## config.mk

```make
export PLATFORM = sky130hd
export DESIGN_NAME = phy_rx_deserializer
export DESIGN_NICKNAME = d
export VERILOG_FILES = /design/src/rtl/phy_pkg.sv /design/src/rtl/rx_byte_aligner.sv /design/src/rtl/phy_rx_deserializer.sv
export SDC_FILE = /design/constraint.sdc
export NUM_CORES = 1
export LEC_CHECK = 0
export CAP_MARGIN = 25
export CORE_MARGIN = 3
export CORE_UTILIZATION = 45
export DETAILED_ROUTE_END_ITERATION = 16
export MAX_ROUTING_LAYER = met4
export PLACE_DENSITY = 0.66
export SLEW_MARGIN = 15
export SYNTH_ARGS = -nofsm -noshare
export SYNTH_HDL_FRONTEND = slang
export SYNTH_SLANG_ARGS = --single-unit
```

## constraint.sdc

```tcl
create_clock -name clk_32f -period 4.2 [get_ports clk_32f]
set_input_delay 0.84 -clock clk_32f [delete_from_list [all_inputs] [get_ports clk_32f]]
set_output_delay 0.84 -clock clk_32f [all_outputs]
set_load 0.01 [all_outputs]
```

## src/rtl/phy_pkg.sv

```systemverilog
// Shared PHY constants and receiver FSM encoding, common to the transmitter and receiver.
package phy_pkg;

  localparam logic [7:0] COMMA_DEFAULT      = 8'hBC;
  localparam int         SYNC_COUNT_DEFAULT = 4;
  localparam int         NUM_LANES          = 4;

  typedef enum logic [1:0] {
    ST_SEARCH = 2'd0,
    ST_ALIGN  = 2'd1,
    ST_ACTIVE = 2'd2
  } rx_state_e;

  function automatic logic is_comma(input logic [7:0] b, input logic [7:0] comma);
    return (b == comma);
  endfunction

endpackage

```

## src/rtl/rx_byte_aligner.sv

```systemverilog
// Serial-to-byte aligner: hunts for the comma, confirms byte lock over SYNC_COUNT
// aligned commas, then emits one strobed byte per 8 serial bits.
module rx_byte_aligner
  import phy_pkg::*;
#(
  parameter logic [7:0] COMMA      = COMMA_DEFAULT,
  parameter int         SYNC_COUNT = SYNC_COUNT_DEFAULT
) (
  input  logic       clk,
  input  logic       rst,
  input  logic       serial_in,
  output logic [7:0] byte_out,
  output logic       byte_strobe,
  output logic       active
);

  localparam int             CW        = (SYNC_COUNT < 2) ? 1 : $clog2(SYNC_COUNT + 1);
  localparam logic [CW-1:0]  SYNC_LAST = CW'(SYNC_COUNT - 1);

  rx_state_e     state_q, state_d;
  logic [7:0]    shift_q, shift_d;
  logic [2:0]    bit_cnt_q, bit_cnt_d;
  logic [CW-1:0] comma_cnt_q, comma_cnt_d;
  logic [7:0]    byte_q, byte_d;
  logic          strobe_q, strobe_d;
  logic          active_q, active_d;
  logic          boundary;
  logic          match;

  // Decisions look at shift_d so a byte is judged on the edge that samples its last bit.
  always_comb begin
    shift_d     = {shift_q[6:0], serial_in};
    bit_cnt_d   = bit_cnt_q + 3'd1;
    state_d     = state_q;
    comma_cnt_d = comma_cnt_q;
    byte_d      = byte_q;
    strobe_d    = 1'b0;
    active_d    = active_q;
    boundary    = (bit_cnt_q == 3'd7);
    match       = is_comma(shift_d, COMMA);

    case (state_q)
      ST_SEARCH: begin
        if (match) begin
          bit_cnt_d   = 3'd0;
          comma_cnt_d = CW'(1);
          if (SYNC_COUNT <= 1) begin
            state_d  = ST_ACTIVE;
            active_d = 1'b1;
          end else begin
            state_d = ST_ALIGN;
          end
        end
      end
      ST_ALIGN: begin
        if (boundary) begin
          if (match) begin
            comma_cnt_d = comma_cnt_q + CW'(1);
            if (comma_cnt_q == SYNC_LAST) begin
              state_d  = ST_ACTIVE;
              active_d = 1'b1;
            end
          end else begin
            state_d     = ST_SEARCH;
            comma_cnt_d = '0;
          end
        end
      end
      ST_ACTIVE: begin
        if (boundary) begin
          byte_d   = shift_d;
          strobe_d = 1'b1;
        end
      end
      default: begin
        state_d = ST_SEARCH;
      end
    endcase
  end

  always_ff @(posedge clk or posedge rst) begin
    if (rst) begin
      state_q     <= ST_SEARCH;
      shift_q     <= '0;
      bit_cnt_q   <= '0;
      comma_cnt_q <= '0;
      byte_q      <= '0;
      strobe_q    <= 1'b0;
      active_q    <= 1'b0;
    end else begin
      state_q     <= state_d;
      shift_q     <= shift_d;
      bit_cnt_q   <= bit_cnt_d;
      comma_cnt_q <= comma_cnt_d;
      byte_q      <= byte_d;
      strobe_q    <= strobe_d;
      active_q    <= active_d;
    end
  end

  assign byte_out    = byte_q;
  assign byte_strobe = strobe_q;
  assign active      = active_q;

endmodule

```

## src/rtl/phy_rx_deserializer.sv

```systemverilog
// Four-lane PHY receiver: byte aligner plus lane demux; all four lane outputs
// change together once per 32-bit frame.
module phy_rx_deserializer
  import phy_pkg::*;
#(
  parameter logic [7:0] COMMA      = COMMA_DEFAULT,
  parameter int         SYNC_COUNT = SYNC_COUNT_DEFAULT
) (
  input  logic       clk_32f,
  input  logic       reset,
  input  logic       in_from_tx,
  output logic [7:0] data_out0,
  output logic [7:0] data_out1,
  output logic [7:0] data_out2,
  output logic [7:0] data_out3,
  output logic       valid_out0,
  output logic       valid_out1,
  output logic       valid_out2,
  output logic       valid_out3,
  output logic       active
);

  logic [7:0] rx_byte;
  logic       rx_strobe;
  logic       rx_active;
  logic       byte_is_data;

  logic [1:0] lane_cnt_q, lane_cnt_d;
  logic [7:0] stage_data_q [3];
  logic [7:0] stage_data_d [3];
  logic [2:0] stage_valid_q, stage_valid_d;
  logic [7:0] data_q [NUM_LANES];
  logic [7:0] data_d [NUM_LANES];
  logic [NUM_LANES-1:0] valid_q, valid_d;

  rx_byte_aligner #(
    .COMMA      (COMMA),
    .SYNC_COUNT (SYNC_COUNT)
  ) u_align (
    .clk         (clk_32f),
    .rst         (reset),
    .serial_in   (in_from_tx),
    .byte_out    (rx_byte),
    .byte_strobe (rx_strobe),
    .active      (rx_active)
  );

  // Lanes 0..2 park in staging; the lane-3 byte commits the whole frame at once.
  // Staging only takes non-comma bytes, so a comma lane keeps its previous data.
  always_comb begin
    lane_cnt_d    = lane_cnt_q;
    stage_data_d  = stage_data_q;
    stage_valid_d = stage_valid_q;
    data_d        = data_q;
    valid_d       = valid_q;
    byte_is_data  = !is_comma(rx_byte, COMMA);

    if (!rx_active) begin
      lane_cnt_d = '0;
    end else if (rx_strobe) begin
      lane_cnt_d = lane_cnt_q + 2'd1;
      if (lane_cnt_q == 2'd3) begin
        for (int i = 0; i < 3; i++) begin
          data_d[i]  = stage_data_q[i];
          valid_d[i] = stage_valid_q[i];
        end
        valid_d[3] = byte_is_data;
        if (byte_is_data) begin
          data_d[3] = rx_byte;
        end
      end else begin
        for (int i = 0; i < 3; i++) begin
          if (lane_cnt_q == 2'(i)) begin
            stage_valid_d[i] = byte_is_data;
            if (byte_is_data) begin
              stage_data_d[i] = rx_byte;
            end
          end
        end
      end
    end
  end

  always_ff @(posedge clk_32f or posedge reset) begin
    if (reset) begin
      lane_cnt_q    <= '0;
      stage_valid_q <= '0;
      valid_q       <= '0;
      for (int i = 0; i < 3; i++) begin
        stage_data_q[i] <= '0;
      end
      for (int i = 0; i < NUM_LANES; i++) begin
        data_q[i] <= '0;
      end
    end else begin
      lane_cnt_q    <= lane_cnt_d;
      stage_valid_q <= stage_valid_d;
      valid_q       <= valid_d;
      stage_data_q  <= stage_data_d;
      data_q        <= data_d;
    end
  end

  assign data_out0  = data_q[0];
  assign data_out1  = data_q[1];
  assign data_out2  = data_q[2];
  assign data_out3  = data_q[3];
  assign valid_out0 = valid_q[0];
  assign valid_out1 = valid_q[1];
  assign valid_out2 = valid_q[2];
  assign valid_out3 = valid_q[3];
  assign active     = rx_active;

endmodule

```

==> impl_results.md <==
- Post-Syn Nets: 240
- Final Skew: 0.00950 ns
- DR WL/cell: 15.3 um
- Crit path cell chain: and4b_1, a2111oi_4, mux2_2
- Worst setup EP type: flip-flop
- Final std cells w/o fill: 377
- Synth area leader: dfrtp_1
- Area delta synth->final: 19.5%
- Setup bufs post-CTS: 0
- Top cells by area, synth: dfrtp_1, mux2_2, ha_1, a2111oi_4, inv_1
- CP arrival: 2.43 ns
- EDFF count, synth: 0
- CP Class: flip-flop to flip-flop
- Post-Syn Instances: 229
- CP Max Fanout: 8
- Drt pass-1 iters: 4
- Core ar.: 7450 sq um
- CP Data Required Time: 4.43 ns
- Max-slew headroom: 42.6%
- Register area share after synthesis: 63.8%
- Top cells by count, synth: dfrtp_1, mux2_2, inv_1, ha_1, nand2_1
- CP Buf/Inv Count: 0
- RSZ-0062 raised after global routing: no
- Synth cell types: 32
- CTS buffer count: 9
- # rows: 31
- Total clock sinks: 90
- Die span in x: 94.6 um
- DP Cell Count: 362
- Hold crit path type: flip-flop to flip-flop
- Largest net degree at the start of global routing: 53
- Final HPWL DP: 3.88 mm
- Initial core utilization: 47.4%
- Count leader, synth: dfrtp_1
- CTS Hold Bufs: 0
- Htree depth: 3
- Syn_area_per_cell: 15.4 sq um
- Fin. max-slew vios: 0
- Final setup violating endpoints: 0
- Vias per std cell: 5.13
- Post-CTS resize count: 0
- Clock root buffer: clkbuf_8
- Die area: 8940 sq um
- Final setup margin: 2.01 ns
- Final core occ: 56.6%
- Comb pwr share: 1.8%
- Multi-input gate area: 1200 sq um
- Flop pwr share: 60.3%
- Outcome: completed
- DP Worst Slack: 1.74 ns
- Post-synthesis register bit count: 90
- Cell Pwr Density: 347 nW/um^2
- GRT Total Usage: 15.1%
- Die H: 94.6 um
- Total Neg Setup Slack: 0 ns
- Grt total ovfl: 0
- Sequential cell area: 2250 sq um
- Max-cap viol count: 0
- Layout cells sized above 1: 31.3%
- Fin Hold WS: 0.396 ns
- Residual DRC: 0
- Internal power: 1.15 mW
- Vias in the first global route: 1,917
- Sw Share: 21.4%
- First-pass GRT wire length: 9.94 mm
- Layout Nets: 285
- Asr flop ratio synth: 100%
- Clock slew at reported path FFs: 0.08 ns
- Leakage: 2.03 nW
- Worst VDD drop: 249 uV
- Post-DRT Antenna Nets: 0
- GPL Wtd Cong: 0.738
- Clock power frac: 37.9%
- DR iter-0 viols: 59
- Slowest CP cell: a2111oi_4
- Psw: 314 uW
- Ant. Diodes: 0
- Port bufs: 39
- Fmax: 0.456 GHz
- Hold Vio Cnt, Final: 0
- Via Count: 1,934
- Initial antenna violation count: 0
- Min cycle time layout: 2.19 ns
- Slew @ Worst Pin: 0.860 ns
- Clock buffer depth: 2
- Clock tree from TritonCTS: built
- Top cell type's share of synthesized area: 63.8%
- Synth Warn #: 0
- CP startpoint kind: flip-flop
- Final wirelength: 5.77 mm
- CP peak stage delay: 0.77 ns
- Crit path max-delay family: compound AO/OA/AOI/OAI gates
- Fillers: 660
- Worst skew pair latency: 0.34 ns
- Crit share post-route: 52.2%
- # IOs: 40
- Synthesized cell area: 3530 sq um
- Ys flop type: dfrtp_1
-- cell type report --
cell class                 instances  area share [%]
sequential                        90            53.4
multi-input combinational        119            28.4
timing repair buffer              42            9.79
clock buffer                      10            3.03
tap                               99            2.94
clock inverter                     5            1.34
inverter                          12            1.10
-- sequential cells by signal (all words and copies together), names as in the netlist, 2 cells and up --
| register | cells |
|---|---|
| stage_data_q | 24 |
| u_align.state_q | 2 |
| u_align.byte_out | 8 |
| u_align.bit_cnt_q | 3 |
| data_out1 | 8 |
| data_out2 | 8 |
| stage_valid_q | 3 |
| valid_q | 4 |
| lane_cnt_q | 2 |
| u_align.shift_q | 7 |
| u_align.comma_cnt_q | 3 |
| data_out3 | 8 |
| data_out0 | 8 |
-- power by group through the flow --
stage	clock [mW]	sequential, mW	combinational (mW)
after floorplan	0	0.895	0.0197
after global placement	0	0.901	0.0283
after detailed placement	0	0.901	0.0284
after CTS	0.575	0.883	0.0284
after global routing	0.607	0.885	0.0314
final	0.555	0.884	0.0267
-- cells by family after synthesis --
| logic type | Yosys count | share of synthesized area, % |
|---|---|---|
| muxes | 65 | 20.7 |
| AOI/OAI and AO/OA | 21 | 5.99 |
| DFF | 90 | 63.8 |
| adders and majority gates | 8 | 2.84 |
| buffers and inverters | 20 | 2.23 |
| xor gates and xnor gates | 1 | 0.248 |
| and+or+nand+nor | 24 | 4.15 |
-- stage by stage --
stage	instance area, sq um	power (mW)
after global routing	4220	1.52
after detailed placement	4030	0.929
after floorplan	3530	0.915
final	4220	1.46
after global placement	4030	0.929
after CTS	4220	1.49
-- worst paths after layout --
| path | from | to | slack (ns) | cells after the start |
|---|---|---|---|---|
| max | u_align.byte_out[1]$_DFFE_PP0P_ | stage_data_q[22]$_DFFE_PP0P_ | 2.01 | 3 |
| min | u_align.shift_q[3]$_DFF_PP0_ | u_align.shift_q[4]$_DFF_PP0_ | 0.40 | 0 |
| max reg2reg | u_align.byte_out[1]$_DFFE_PP0P_ | stage_data_q[22]$_DFFE_PP0P_ | 2.01 | 3 |
| min reg2reg | u_align.shift_q[3]$_DFF_PP0_ | u_align.shift_q[4]$_DFF_PP0_ | 0.40 | 0 |
| max in group asynchronous | reset | data_out2[7]$_DFFE_PP0P_ | 2.46 | 3 |
| min in group asynchronous | reset | u_align.comma_cnt_q[2]$_DFFE_PP0P_ | 0.97 | 2 |
-- layout by cell type, fill, tap and decap left out, types with 2 or more instances in the layout --
master and instances:
nor2b_1 3, a31oi_1 3, dfrtp_1 90, nand3_1 2
o22a_1 2, and4b_1 2, inv_1 11, a21oi_1 3
o22ai_1 2, clkbuf_8 9, nand2_1 5, and2_1 3
ha_1 8, clkinv_2 3, a2111oi_4 3, mux2_2 64
or3_1 2, o32ai_1 2, nor2_1 3, buf_4 3
clkdlybuf4s50_1 39
-- per-layer routing --
layer / vias up / part of all wire (%) / track usage (%)
li1: 904 / - / -
met1: 981 / 48 / 20.5
met2: 41 / 46 / 21.9
met3: 8 / 4.8 / 5.34
met4: 0 / 1.2 / 3.97
met5: - / 0 / -
(Power assumes the default switching activity.)
==> RTL edit (same flow settings) <==
Add an input register stage for `in_from_tx`, cleared by the reset; this delays it by one clock.
--- a/src/rtl/phy_rx_deserializer.sv
+++ b/src/rtl/phy_rx_deserializer.sv
@@ -20,6 +20,16 @@
   output logic       active
 );
 
+  logic in_from_tx_q;
+
+  always_ff @(posedge clk_32f or posedge reset) begin
+    if (reset) begin
+      in_from_tx_q <= '0;
+    end else begin
+      in_from_tx_q <= in_from_tx;
+    end
+  end
+
   logic [7:0] rx_byte;
   logic       rx_strobe;
   logic       rx_active;
@@ -39,7 +49,7 @@
   ) u_align (
     .clk         (clk_32f),
     .rst         (reset),
-    .serial_in   (in_from_tx),
+    .serial_in   (in_from_tx_q),
     .byte_out    (rx_byte),
     .byte_strobe (rx_strobe),
     .active      (rx_active)
Behaviour: same outputs for any inputs over 10 cycles, from zero or initial values and one cycle with reset high; that may be too few to reach the edited logic, so the function may still have changed.
==> RTL edit against the original RTL <==
  * Cell area increased by 1.6%
  * Non-clock buffer count unchanged
  * Synthesized area increased by 0.71%
  * Wire length increased by 3.6%
  * Setup slack got worse by 0.042 ns
  * Sequential cell count increased by 1
  * Global-route usage increased by 0.42 points
  * Critical endpoint is now data_out3[0]
  * Largest cell class unchanged
  * Highest routed layer unchanged
Power is not compared: it rests on default switching activity, and its combinational part moved more than twofold at a synthesized area within 25%.
==> RTL edit: results (changes against the original RTL) <==
| Metric | Value |
|---|---|
| WL final | 5.97 mm (+3.6%) |
| Vias in the first global route | 1913 (-0.21%) |
| Synth area leaders | dfrtp_1 (64%), mux2_2 (20%), ha_1 (2.8%) |
| Global Route met2 Usage | 0.212 (-0.00670) |
| Setup WS pre-CTS | 1.92 ns (+0.176 ns) |
| Largest net degree at the start of global routing | 55 (+3.8%) |
| Skew final | 0.00820 ns (-0.00130 ns) |
| GR Layer Usage met3 | 0.0502 (-0.00319) |
| RD Place Congestion | 0.689 (-6.7%) |
| Clock insertion delay at the later pin of the skew report | 0.36 ns (+0.02 ns) |
| Worst path arrival time | 2.48 ns (+0.05 ns) |
| Total power | ~1.5 mW |
| Via count | 1956 (+1.1%) |
| Fillers | 619 (-6.2%) |
| Placed inst area | 4060 um^2 (+0.74%) |
| Layout net count | 286 (+0.35%) |
| Top cells by count, synth | dfrtp_1 (91), mux2_2 (64), inv_1 (12) |
| CP top delay family | compound AO/OA/AOI/OAI gates |
| Slowest cell on the critical path | a21oi_2 |
| VDD IR max | 335 uV |
| First-pass GRT wire length | 10.1 mm (+1.9%) |
| Tightest Pin Transition | 0.661 ns (-0.199 ns) |
| First DRT Iteration DRCs | 81 (+37%) |
| Outcome | completed |
| Share of layout cells above drive strength 1 | 0.318 (+0.00491) |
| CTS Buf Count | 9 (unchanged) |
| Post-CTS Repair Setup Buffers | 0 (unchanged) |
| Seq/Total Area, Yosys | 0.641 (+0.00255) |
RTL edit: cell count changes in the layout (fill, tap and decap cells not counted), sizes merged:
cell / change
clkinv: -2
dfrtp: +1
clkinvlp: +3
RTL edit: per-stage QoR:
step           instances   util
2_1_floorplan        230      -
6_report             379  0.575
3_3_place_gp         362  0.546
3_5_place_dp         362  0.546
5_1_grt              379  0.575
4_1_cts              378  0.573
RTL edit: final timing paths:
path	from	end	slack, ns	cells past startpoint
max reg2reg	lane_cnt_q[0]	data_out3[0]	1.97	5
max	lane_cnt_q[0]	data_out3[0]	1.97	5
min in group asynchronous	reset	u_align.comma_cnt_q[2]	0.69	2
max in group asynchronous	reset	u_align.state_q[1]	3.04	3
min	u_align.shift_q[1]	u_align.shift_q[2]	0.40	0
min reg2reg	u_align.shift_q[1]	u_align.shift_q[2]	0.40	0
RTL edit: kinds of logic after synthesis:
family / Yosys count / share of synthesized area
buf+inv: 20 / 0.0222
simple gates: 24 / 0.0412
xor+xnor: 1 / 0.00247
flops: 91 / 0.641
fa+ha+maj: 8 / 0.0282
mux: 65 / 0.206
compound gates: 21 / 0.0595
RTL edit: layout make-up:
cell class                 count  area (um^2)  area share
sequential                    91         2280       0.531
timing repair buffer          42          438       0.102
multi-input combinational    119         1200       0.279
tap                           99          124      0.0289
clock buffer                  10          138      0.0321
clock inverter                 6         65.1      0.0152
inverter                      12         46.3      0.0108
RTL edit: layer usage:
| layer | up-vias | wire length [um] |
|---|---|---|
| met5 | - | 0 |
| met4 | 0 | 71 |
| li1 | 911 | - |
| met1 | 993 | 2980 |
| met2 | 43 | 2680 |
| met3 | 9 | 240 |
